**src/rtl/l2_mem_pkg.sv**
```systemverilog
// l2_mem_pkg: shared types and constants for the L2 memory-side controller.
//   - l2_state_e      : controller FSM states
//   - L2_* localparams: default geometry (32-bit words, 64 B lines)
//   - line_base()     : clears the in-line offset bits of a byte address
package l2_mem_pkg;

   localparam int L2_DATA_LENGTH    = 32;
   localparam int L2_LINE_SIZE      = 64;
   localparam int L2_ADDR_WIDTH     = 32;
   localparam int L2_WORDS_PER_LINE = L2_LINE_SIZE / 4;
   localparam int L2_OFFSET_BITS    = $clog2(L2_LINE_SIZE);
   // Widest address line_base() handles; callers cast in and out.
   localparam int L2_MAX_ADDR_W     = 64;

   typedef enum logic [2:0] {
      ST_IDLE,
      ST_WB,
      ST_WB_DONE,
      ST_RF,
      ST_RF_DONE
   } l2_state_e;

   function automatic logic [L2_MAX_ADDR_W-1:0] line_base(
      input logic [L2_MAX_ADDR_W-1:0] addr,
      input int unsigned              off_bits
   );
      return addr & ({L2_MAX_ADDR_W{1'b1}} << off_bits);
   endfunction

endpackage

```
**src/rtl/l2_wb_line_buffer.sv**
```systemverilog
// l2_wb_line_buffer: holds the dirty line captured at writeback acceptance and
// presents the selected word to the memory bus.
//   clk, rst  : clock, synchronous active-high reset (clears the line)
//   load      : capture line_in this cycle
//   line_in   : full line, word w at bits [(w+1)*DATA_LENGTH-1 : w*DATA_LENGTH]
//   sel       : word index to present
//   word_out  : selected word of the latched line
module l2_wb_line_buffer
   import l2_mem_pkg::*;
#(
   parameter int DATA_LENGTH = L2_DATA_LENGTH,
   parameter int WORDS       = L2_WORDS_PER_LINE,
   parameter int IDX_W       = $clog2(WORDS)
) (
   input  logic                         clk,
   input  logic                         rst,
   input  logic                         load,
   input  logic [WORDS*DATA_LENGTH-1:0] line_in,
   input  logic [IDX_W-1:0]             sel,
   output logic [DATA_LENGTH-1:0]       word_out
);

   logic [WORDS-1:0][DATA_LENGTH-1:0] line_q, line_d;

   always_comb begin
      line_d = line_q;
      if (load) line_d = line_in;
   end

   always_ff @(posedge clk) begin
      if (rst) line_q <= '0;
      else     line_q <= line_d;
   end

   assign word_out = line_q[sel];

endmodule

```
**src/rtl/l2_mem_controller.sv**
```systemverilog
// l2_mem_controller: turns L2 line writebacks and line refills into single-word
// memory bus transactions. Writeback wins when both requests are pending.
//   clk, rst                  : clock, synchronous active-high reset
//   refill_req/refill_addr    : line refill request (level) and miss address
//   mem_refill_valid/_data    : refill word stream back to the cache
//   refill_word_idx/refill_last: index of the current refill word, final-word flag
//   writeback_req/_addr/_data : dirty line writeback request (level)
//   writeback_done            : one-cycle pulse after the last word is written
//   mem_req/_we/_addr/_wdata  : memory bus request; held until mem_ack
//   mem_ack/mem_rdata         : bus completion and read data
// Optional feature: define L2_MEM_CRITICAL_WORD_FIRST_EN to start refills at
// the missing word and wrap around the line.
module l2_mem_controller
   import l2_mem_pkg::*;
#(
   parameter int DATA_LENGTH = L2_DATA_LENGTH,
   parameter int LINE_SIZE   = L2_LINE_SIZE,
   parameter int ADDR_WIDTH  = L2_ADDR_WIDTH,
   localparam int WPL        = LINE_SIZE / 4,
   localparam int IDX_W      = $clog2(WPL)
) (
   input  logic                     clk,
   input  logic                     rst,
   input  logic                     refill_req,
   input  logic [ADDR_WIDTH-1:0]    refill_addr,
   output logic                     mem_refill_valid,
   output logic [DATA_LENGTH-1:0]   mem_refill_data,
   output logic [IDX_W-1:0]         refill_word_idx,
   output logic                     refill_last,
   input  logic                     writeback_req,
   input  logic [ADDR_WIDTH-1:0]    writeback_addr,
   input  logic [LINE_SIZE*8-1:0]   writeback_data,
   output logic                     writeback_done,
   output logic                     mem_req,
   output logic                     mem_we,
   output logic [ADDR_WIDTH-1:0]    mem_addr,
   output logic [DATA_LENGTH-1:0]   mem_wdata,
   input  logic                     mem_ack,
   input  logic [DATA_LENGTH-1:0]   mem_rdata
);

   localparam int OFF_BITS = $clog2(LINE_SIZE);

   l2_state_e               state_q, state_d;
   logic [IDX_W-1:0]        cnt_q, cnt_d;       // words completed in this line
   logic [IDX_W-1:0]        start_q, start_d;   // first word index (0 unless critical-word-first)
   logic [ADDR_WIDTH-1:0]   base_q, base_d;
   logic                    rf_valid_q, rf_valid_d;
   logic [DATA_LENGTH-1:0]  rf_data_q, rf_data_d;
   logic [IDX_W-1:0]        rf_idx_q, rf_idx_d;
   logic                    rf_last_q, rf_last_d;

   logic                    buf_load;
   logic [DATA_LENGTH-1:0]  buf_word;
   logic [IDX_W-1:0]        idx;
   logic [ADDR_WIDTH-1:0]   word_addr;
   logic                    last_word;

   // IDX_W-bit addition wraps modulo WPL, keeping the address inside the line.
   assign idx       = start_q + cnt_q;
   assign word_addr = base_q | ADDR_WIDTH'({idx, 2'b00});
   assign last_word = (cnt_q == IDX_W'(WPL - 1));

   l2_wb_line_buffer #(
      .DATA_LENGTH (DATA_LENGTH),
      .WORDS       (WPL),
      .IDX_W       (IDX_W)
   ) u_wb_buf (
      .clk      (clk),
      .rst      (rst),
      .load     (buf_load),
      .line_in  (writeback_data),
      .sel      (cnt_q),
      .word_out (buf_word)
   );

   always_comb begin
      state_d        = state_q;
      cnt_d          = cnt_q;
      start_d        = start_q;
      base_d         = base_q;
      rf_valid_d     = 1'b0;
      rf_data_d      = '0;
      rf_idx_d       = '0;
      rf_last_d      = 1'b0;
      buf_load       = 1'b0;
      mem_req        = 1'b0;
      mem_we         = 1'b0;
      mem_addr       = '0;
      mem_wdata      = '0;
      writeback_done = 1'b0;

      case (state_q)
         ST_IDLE: begin
            if (writeback_req) begin
               buf_load = 1'b1;
               base_d   = ADDR_WIDTH'(line_base(L2_MAX_ADDR_W'(writeback_addr), OFF_BITS));
               cnt_d    = '0;
               start_d  = '0;
               state_d  = ST_WB;
            end else if (refill_req) begin
               base_d  = ADDR_WIDTH'(line_base(L2_MAX_ADDR_W'(refill_addr), OFF_BITS));
               cnt_d   = '0;
`ifdef L2_MEM_CRITICAL_WORD_FIRST_EN
               start_d = refill_addr[OFF_BITS-1:2];
`else
               start_d = '0;
`endif
               state_d = ST_RF;
            end
         end
         ST_WB: begin
            mem_req   = 1'b1;
            mem_we    = 1'b1;
            mem_addr  = word_addr;
            mem_wdata = buf_word;
            if (mem_ack) begin
               cnt_d = cnt_q + IDX_W'(1);
               if (last_word) state_d = ST_WB_DONE;
            end
         end
         ST_WB_DONE: begin
            writeback_done = 1'b1;
            state_d        = ST_IDLE;
         end
         ST_RF: begin
            mem_req  = 1'b1;
            mem_addr = word_addr;
            if (mem_ack) begin
               rf_valid_d = 1'b1;
               rf_data_d  = mem_rdata;
               rf_idx_d   = idx;
               rf_last_d  = last_word;
               cnt_d      = cnt_q + IDX_W'(1);
               if (last_word) state_d = ST_RF_DONE;
            end
         end
         // One dead cycle so the cache has dropped refill_req before IDLE looks again.
         ST_RF_DONE: state_d = ST_IDLE;
         default:    state_d = ST_IDLE;
      endcase
   end

   always_ff @(posedge clk) begin
      if (rst) begin
         state_q    <= ST_IDLE;
         cnt_q      <= '0;
         start_q    <= '0;
         base_q     <= '0;
         rf_valid_q <= 1'b0;
         rf_data_q  <= '0;
         rf_idx_q   <= '0;
         rf_last_q  <= 1'b0;
      end else begin
         state_q    <= state_d;
         cnt_q      <= cnt_d;
         start_q    <= start_d;
         base_q     <= base_d;
         rf_valid_q <= rf_valid_d;
         rf_data_q  <= rf_data_d;
         rf_idx_q   <= rf_idx_d;
         rf_last_q  <= rf_last_d;
      end
   end

   assign mem_refill_valid = rf_valid_q;
   assign mem_refill_data  = rf_data_q;
   assign refill_word_idx  = rf_idx_q;
   assign refill_last      = rf_last_q;

endmodule

```
**config.mk**
```make
export PLATFORM = sky130hd
export DESIGN_NAME = l2_mem_controller
export DESIGN_NICKNAME = d
export VERILOG_FILES = /design/src/rtl/l2_mem_pkg.sv /design/src/rtl/l2_wb_line_buffer.sv /design/src/rtl/l2_mem_controller.sv
export SDC_FILE = /design/constraint.sdc
export NUM_CORES = 1
export LEC_CHECK = 0
export BUFFER_PORTS_ARGS = -buffer_cell sky130_fd_sc_hd__buf_2
export CAP_MARGIN = 5
export CORE_AREA = 10 10 275 277
export CTS_CLUSTER_DIAMETER = 120
export DETAILED_ROUTE_END_ITERATION = 7
export DIE_AREA = 0 0 285 287
export GPL_TIMING_DRIVEN = 1
export SYNTH_ARGS = -nofsm -noshare
export SYNTH_HDL_FRONTEND = slang
export SYNTH_SLANG_ARGS = --single-unit
export TNS_END_PERCENT = 5
```
**constraint.sdc**
```tcl
create_clock -name clk -period 2 [get_ports clk]
set_clock_uncertainty 0.05 [all_clocks]
set_input_delay 0.3 -clock clk [delete_from_list [all_inputs] [get_ports clk]]
set_output_delay 0.3 -clock clk [all_outputs]
set_load 0.1 [all_outputs]
```
==> flow_metrics.env <==
export IMPL_cts_buffer_depth=3
export IMPL_clockRootBuffer="clkbuf_16"
export IMPL_drt_pass1_iter_count=6
export IMPL_slew_violations=0
export IMPL_slowest_delay_ns=0.61
export IMPL_cp_arrival_ns=2.76
export IMPL_setup_tns_ns=-39.05
export IMPL_critPathTopFamily="compound AO/OA/AOI/OAI gates"
export IMPL_vias_per_cell=5.24
export IMPL_cts_sinks=583
export IMPL_peakVddDrop_uv=462
export IMPL_start_util_pct=34.7
export IMPL_worstPathCellList="buf_12, buf_16, mux4_1, a22o_2, a221o_4, buf_6"
export IMPL_grt_pass1_vias=26000
export IMPL_ant_nets=0
export IMPL_syn_avg_cell_area_um2=8.80
export IMPL_grt_max_degree=106
export IMPL_hpwlAfterDp_um=87800
export IMPL_final_fill_count=5929
export IMPL_status="complete, but fails checks"
export IMPL_synth_cell_types=36
export IMPL_ys_seq_area_share_pct=48.1
export IMPL_antenna_found_initial=29
export IMPL_ys_ff_latch=583
export IMPL_synth_top_area_cell="dfxtp_1"
export IMPL_die_area_mm2=0.0818
export IMPL_cts_tree="done"
export IMPL_rows=97
export IMPL_hold_viol=0
export IMPL_area_growth_pct=60.8
export IMPL_clk_insertion_delay_late_ns=0.60
export IMPL_portBuffers=703
export IMPL_drc=0
export IMPL_min_period_ns=3.11
export IMPL_path_clk_slew_ns=0.06
export IMPL_timing_max_slew_rel_slack_pct=65.0
export IMPL_critPathBufInv=3
export IMPL_syn_area_mm2=0.0242
export IMPL_layout_common_cells="nand2_1 (1,028), buf_2 (637), dfxtp_1 (578)"
export IMPL_syn_instance_count=2754
export IMPL_violations="setup timing"
export IMPL_hold_class="in -> reg"
export IMPL_final_layout_size_suffix_gt1_share_pct=28.1
export IMPL_grtUsageTotal_pct=28.3
export IMPL_gp_congestion=0.999
export IMPL_ios=718
export IMPL_wire_per_inst_um=24.2
export IMPL_layout_commonest_cell="nand2_1"
export IMPL_end_kind="output port"
export IMPL_cp_max_fo=17
export IMPL_max_cap_violations=0
export IMPL_fp_dieW_um=285
export IMPL_finalCritPeriodShare_pct=155
export IMPL_core_mm2=0.0698
export IMPL_final_area_mm2=0.0390
export IMPL_fmax_ghz=0.322
export IMPL_p_leak_nw=16.1
export IMPL_start_kind="register"
export IMPL_placed_cell_area_mm2=0.0303
export IMPL_p_total_mw=31.3
export IMPL_tightest_slew_ns=0.528
export IMPL_grt_remaining_overflow=0
export IMPL_power_density_mw_per_mm2=803
export IMPL_wirelength_um=121000
export IMPL_ys_warn_count=0
export IMPL_htree_levels=3
export IMPL_setup_viol=63
export IMPL_via_count=26100
export IMPL_crit_slowest_cell="mux4_1"
export IMPL_required_ns=1.65
export IMPL_fin_nets=4586
export IMPL_drt_iter0_drc=2511
export IMPL_rsz0062_at_grt="yes"
export IMPL_die_h_um=287
export IMPL_yosys_area_top_type_share_pct=48.1
export IMPL_numCtsBuffers=66
export IMPL_path_class="reg -> out"
export IMPL_grt_pass1_wl_um=173000
export IMPL_yosys_top_cells_area="dfxtp_1 (48%), nand2_1 (16%), a21oi_1 (11%)"
export IMPL_setup_ws_ns=-1.11
[layer usage]
layer	track usage, %	up-vias	wire (um)
met5	0	-	62
met4	18.2	10	8550
met3	7.41	432	11300
met2	43.9	1543	53800
met1	34.5	12300	46900
li1	-	11800	-
[flip-flops by register name, indices dropped and copies added, names as in the netlist]
name              cells
base_q               26
cnt_q                 4
mem_refill_data      32
mem_refill_valid      1
refill_last           1
refill_word_idx       4
state_q               3
u_wb_buf.line_q     512
[metrics by stage]
step / hold slack (ns) / instances / setup slack [ns] / utilization [%]
final: 0.0257 / 4991 / -1.11 / 55.8
after global routing: 0.0123 / 4981 / -1.14 / 55.8
after CTS: 0.000432 / 4959 / -1.15 / 55.7
after detailed placement: 0.395 / 4282 / -0.679 / 43.5
after global placement: 0.389 / 4282 / -0.669 / 43.5
after floorplan: 0.372 / 2755 / -0.300 / -
[repair_timing]
action                                  in CTS  in global routing
resized for setup                          192                 16
gates cloned                                 1                  0
endpoints found under the setup margin      66                104
hold endpoints to repair                   545                  0
hold buffers                               553                  0
buffers inserted                             6                  2
pin swaps                                   34                  7
[cell type report]
class / count / area, um2 / share of cell area (%)
flip-flops and latches: 583 / 11700 / 30.0
multi-input cells: 1930 / 12000 / 30.8
diodes: 30 / 75.1 / 0.193
well taps: 940 / 1180 / 3.02
repair buffers: 1389 / 11700 / 29.9
inverters: 2 / 10.0 / 0.0257
clock inverters: 27 / 469 / 1.20
clock buffers: 90 / 1870 / 4.81
[cell families (layout without fill, tap and decap cells)]
family	after synthesis	count (layout)	share of synthesized area, %
other	1	32	0.0155
multiplexers	157	157	14.1
AO/OA/AOI/OAI	612	612	14.1
AND/OR/NAND/NOR	1158	1158	19.0
adder cells (fa/ha/maj)	1	1	0.0516
flip-flops	583	583	48.1
buffers and inverters	242	1508	4.69
[worst reg2reg max path, delay by kind of cell, from the launching register on]
kind                       cells  cell delay, ns
AOI/OAI and AO/OA              1            0.22
adders and majority gates      1            0.16
and+or+nand+nor                2            0.37
muxes                          1            0.34
DFF                            1            0.52
buffers and inverters          2            0.46
[power by group]
| part | switching [mW] | leakage [nW] | total, mW | internal [mW] |
|---|---|---|---|---|
| logic | 2.84 | 10.2 | 5.41 | 2.57 |
| registers | 0.516 | 4.77 | 12.8 | 12.3 |
| clock network | 5.23 | 1.14 | 13.1 | 7.85 |
| total | 8.59 | 16.1 | 31.3 | 22.7 |
[Yosys cell counts]
cell type	number
ha_1	1
nor4b_2	1
buf_12	4
buf_4	2
mux2_1	1
o21ai_0	3
o22ai_1	1
a211oi_1	27
a31oi_1	1
conb_1	1
buf_2	83
nand2_1	1029
buf_1	12
nand3_1	1
nor4_1	3
a221o_1	31
and3b_1	1
nor2_1	37
a22o_1	31
inv_1	2
and2_1	70
o21ba_2	1
nor3b_1	1
mux4_1	70
a21oi_1	517
mux4_2	56
and3_1	3
clkbuf_1	132
nor3_1	1
nand4_1	3
buf_6	7
nand2b_2	1
nor2b_1	2
mux2i_1	30
nand3b_1	5
dfxtp_1	583
[worst paths after layout]
path / from / endpoint / slack, ns / cells past startpoint
setup / recovery: cnt_q[0] / mem_wdata[26] / -1.11 / 6
hold / removal: writeback_data[379] / u_wb_buf.line_q[379] / 0.03 / 3
setup reg to reg: cnt_q[1] / state_q[1] / -0.20 / 7
hold reg to reg: u_wb_buf.line_q[487] / u_wb_buf.line_q[487] / 0.40 / 2
Power figures use the tool's default switching activity.
